<file path="src/rtl/cpu_mem.sv">
// Memory-access stage: issues the data-bus load/store and stalls until it completes.
// The stage then registers the EX fields and the load data for writeback.
module cpu_mem (
  input  logic        clk,
  input  logic        rst,
  input  logic        cpu_stall,
  input  logic        int_flush,
  input  logic        ex_c_rfw,
  input  logic [1:0]  ex_c_wbsource,
  input  logic [1:0]  ex_c_drw,
  input  logic [31:0] ex_alu_r,
  input  logic [31:0] ex_rfb,
  input  logic [4:0]  ex_rf_waddr,
  input  logic [31:0] ex_jalra,
  input  logic [4:0]  ex_rt,
  input  logic [31:0] wb_wdata,
  input  logic        wb_rfw,
  input  logic [4:0]  wb_waddr,
  output logic [31:0] mem_addr,
  output logic [31:0] mem_wdata,
  output logic        mem_rd,
  output logic        mem_wr,
  input  logic        mem_ack,
  input  logic [31:0] mem_rdata,
  output logic        mem_stall,
  output logic        p_c_rfw,
  output logic [1:0]  p_c_wbsource,
  output logic [31:0] p_alu_r,
  output logic [31:0] p_mem_data,
  output logic [4:0]  p_rf_waddr,
  output logic [31:0] p_jalra
);

  typedef enum logic [1:0] {IDLE, BUSY, DONE} state_t;

  state_t      state, state_nxt;
  logic        access, is_rd, is_wr, req;
  logic [31:0] fwd, wdata_q, rdata_q;

  assign access    = (ex_c_drw != 2'b00);
  assign is_rd     = ex_c_drw[1];
  assign is_wr     = (ex_c_drw == 2'b01);
  assign fwd       = (wb_rfw && wb_waddr == ex_rt && wb_waddr != 5'd0) ? wb_wdata : ex_rfb;
  assign mem_addr  = {ex_alu_r[31:2], 2'b00};
  assign mem_stall = access && (state != DONE);

  always_ff @(posedge clk) begin
    if (rst) state <= IDLE;
    else     state <= state_nxt;
  end

  always_comb begin
    state_nxt = state;
    case (state)
      IDLE: begin
        if (access && mem_ack) state_nxt = DONE;
        else if (access)       state_nxt = BUSY;
      end
      BUSY:    if (mem_ack)    state_nxt = DONE;
      DONE:    if (!cpu_stall) state_nxt = IDLE;
      default: state_nxt = IDLE;
    endcase
  end

  // Requests are masked by rst so they drop in the very cycle reset is sampled.
  always_comb begin
    req       = 1'b0;
    mem_wdata = wdata_q;
    case (state)
      IDLE: begin
        req       = access;
        mem_wdata = fwd;
      end
      BUSY:    req = access;
      default: req = 1'b0;
    endcase
    mem_rd = req && is_rd && !rst;
    mem_wr = req && is_wr && !rst;
  end

  always_ff @(posedge clk) begin
    if (rst) begin
      wdata_q      <= 32'h0;
      rdata_q      <= 32'h0;
      p_c_rfw      <= 1'b0;
      p_c_wbsource <= 2'b00;
      p_alu_r      <= 32'h0;
      p_mem_data   <= 32'h0;
      p_rf_waddr   <= 5'd0;
      p_jalra      <= 32'h0;
    end else begin
      if (state == IDLE && access)
        wdata_q <= fwd;
      if (((state == IDLE && access) || state == BUSY) && mem_ack)
        rdata_q <= mem_rdata;
      if (!cpu_stall) begin
        if (int_flush) begin
          p_c_rfw      <= 1'b0;
          p_c_wbsource <= 2'b00;
          p_alu_r      <= 32'h0;
          p_mem_data   <= 32'h0;
          p_rf_waddr   <= 5'd0;
          p_jalra      <= 32'h0;
        end else begin
          p_c_rfw      <= ex_c_rfw;
          p_c_wbsource <= ex_c_wbsource;
          p_alu_r      <= ex_alu_r;
          p_mem_data   <= is_rd ? rdata_q : 32'h0;
          p_rf_waddr   <= ex_rf_waddr;
          p_jalra      <= ex_jalra;
        end
      end
    end
  end

endmodule

</file>
<file path="config.mk">
export PLATFORM = sky130hd
export DESIGN_NAME = cpu_mem
export DESIGN_NICKNAME = d
export VERILOG_FILES = /design/src/rtl/cpu_mem.sv
export SDC_FILE = /design/constraint.sdc
export NUM_CORES = 1
export LEC_CHECK = 0
export ABC_AREA = 0
export BUFFER_PORTS_ARGS = -buffer_cell sky130_fd_sc_hd__buf_2
export CORE_ASPECT_RATIO = 0.6
export CORE_MARGIN = 2
export CORE_UTILIZATION = 30
export DETAILED_ROUTE_END_ITERATION = 10
export GPL_TIMING_DRIVEN = 1
export PLACE_DENSITY_LB_ADDON = 0.1
export SLEW_MARGIN = 30
export SYNTH_ARGS = -nofsm -noshare
export SYNTH_HDL_FRONTEND = slang
export SYNTH_SLANG_ARGS = --single-unit
</file>
<file path="constraint.sdc">
create_clock -name clk -period 5.33 [get_ports clk]
set_clock_uncertainty 0.15 [all_clocks]
set_input_delay 1.066 -clock clk [delete_from_list [all_inputs] [get_ports clk]]
set_output_delay 1.066 -clock clk [all_outputs]
set_load 0.1 [all_outputs]
</file>
==> impl_results.md <==
- Slew @ Worst Pin: 0.827 ns
- FF-to-FF setup slack: 3.19 ns
- Area growth syn-to-layout: 31.3%
- Final setup viols: 0
- Max Freq: 0.235 GHz
- Hold Fails Final Rpt: 0
- Arr. time, crit path: 3.03 ns
- RSZ-0062 raised after global routing: false
- Post-CTS Resized: 0
- Wirelength per Cell: 16.9 µm
- Synth Register Bits: 170
- Setup crit start: wb_waddr[3]
- Most common cell after layout, fill and taps aside: buf_2
- Crit Path Category: primary input to output pin
- Min Clock Period, post-route: 4.25 ns
- Hold_buf cts: 0
- Die width: 207 µm
- Setup TNS: 0 ns
- Die area: 26000 µm²
- Fin crit share: 79.7%
- Drt via density: 4.97
- Yosys cell types: 40
- Syn_area_per_cell: 9.14 µm²
- Post-synthesis sequential area ratio: 46.0%
- Req. time, crit path: 4.11 ns
- Placed insts: 1387
- P_leak: 0.00422 µW
- Synthesized area: 7400 µm²
- Crit path max fanout: 23
- Fin nets: 1270
- Synth Flop Type: dfxtp_1
- CTS root buffer: clkbuf_16
- Max cap viols: 0
- CTS Sinks: 170
- Hpwl dp: 16300 µm
- Core ar.: 24200 µm²
- Worst Setup Start Kind: primary input
- Peak supply drop: 0.000206 V
- Most frequent cells in the layout: buf_2, dfxtp_1, nor2_1
- Syn Inst Count: 810
- PD cells: 377 nW/µm²
- Io pins: 357
- Initial DRC count: 413
- Final Wtd Congestion: 0.748
- DR pass1 iterations: 5
- Longest Clk Path Bufs: 2
- Vias post-DR: 7055
- Layout cell share with drive strength beyond 1: 41.5%
- Pins Over Slew Limit: 0
- CTS tree: built
- Crit. End Element: output pin
- Die Ht: 126 µm
- Row cnt: 44
- HP Start: rdata_q[15]
- Number of fill cells: 2512
- Warnings, synthesis: 0
- Initial antenna violation count: 2
- Post-synth EDFFs: 0
- Number of port buffers: 354
- Starting Density: 30.6%
- Clock transition at path regs: 0.06 ns
- DRC: 0
- Status: complete, no violations
- Vias in the first global route: 6473
- Htree depth: 4
- Clock Latency Late Sink: 0.43 ns
- Routed Antenna Nets: 0
- Remaining Overflow, GRT: 0
- Largest net degree at the start of global routing: 92
- WL final: 24000 µm
- Postcts setup bufs: 0
- HP Class: flip-flop to flip-flop
- First-pass GRT wire length: 36800 µm
- FFs w/ async S/R, synth: 0%
- GRT Resource Usage Total: 18.0%
- Number of CTS-inserted buffers: 17
- Worst R2R Start: state[0]
- Slew margin rel.: 44.9%
- Finished Layout Cells: 1420
==> layer usage <==
layer  track usage, %  wire length (µm)  vias to the layer above
met3             4.76              1520                       21
met5                0                13                        -
met4             4.92               289                        2
met2             27.0             10800                      200
li1                 -                 -                     3459
met1             25.6             11500                     3373
==> state kept, by name, indices dropped and copies added (netlist names), 2 cells and up <==
| signal | flops |
|---|---|
| p_c_wbsource | 2 |
| p_rf_waddr | 5 |
| p_mem_data | 32 |
| rdata_q | 32 |
| state | 2 |
| wdata_q | 32 |
| p_jalra | 32 |
| p_alu_r | 32 |
==> final cells by class <==
cell class | count | area [µm²] | share of cell area [%]
flip-flops and latches | 170 | 3400 | 35.0
multi-input cells | 527 | 3390 | 34.9
repair buffers | 368 | 1930 | 19.8
clock buffers | 20 | 457 | 4.70
well taps | 322 | 403 | 4.14
clock inverters | 12 | 136 | 1.40
diodes | 1 | 2.50 | 0.0257
==> path summary, 6_finish.rpt <==
path	to	cells after the start
max	mem_wdata[30]	7
max reg2reg	rdata_q[18]	5
min	rdata_q[15]	2
min reg2reg	rdata_q[15]	2
==> logic make-up after synthesis <==
family,after synthesis,share of synthesized area (%)
AO/OA/AOI/OAI,250,28.9
XOR/XNOR,4,0.473
buffers and inverters,114,8.65
flip-flops,170,46.0
other,1,0.0506
AND/OR/NAND/NOR,271,16.0
==> synthesized netlist by cell type (2+ instances only) <==
library cell    n  share of area (%)
a311oi_2       15                3.0
nor2_1        156                7.9
o31ai_4        15                4.3
nand4_1        32                2.7
buf_1           9               0.46
o21bai_1       15                1.5
buf_4          38                3.9
nand2_1        67                3.4
a22oi_1       103                 10
dfxtp_1       170                 46
a31oi_1        47                4.0
xnor2_1         4               0.47
clkbuf_1       36                1.8
nor3b_1         2               0.20
a311oi_1        2               0.24
o31ai_1         2               0.20
a21oi_1        34                2.3
o31ai_2        15                2.5
buf_2          27                1.8
==> power breakdown <==
part	internal [µW]	total (µW)	switching (µW)	leakage, µW
Clock	720	1250	533	0.000283
Combinational	207	1040	837	0.00255
Sequential	1340	1370	33.4	0.00139
==> critical path, cell delays in order <==
cell and delay (ns):
buf_2 0.12, xnor2_1 0.22, nand3_2 0.46, buf_12 0.37
o31ai_1 0.30, a31oi_1 0.13, buf_2 0.34
==> through the flow <==
stage | utilization, % | hold slack [ns] | setup slack, ns | cell area, µm² | power, µW
after global placement | 37.7 | 0.296 | 1.13 | 9120 | 2450
after detailed placement | 37.7 | 0.297 | 1.07 | 9120 | 2450
after global routing | 40.1 | 0.323 | 0.924 | 9720 | 3820
after CTS | 40.1 | 0.306 | 1.07 | 9710 | 3720
final | 40.1 | 0.302 | 1.08 | 9720 | 3670
after floorplan | - | 0.286 | 0.436 | 7410 | 2240
No activity file was read; power rests on OpenSTA's default activity.
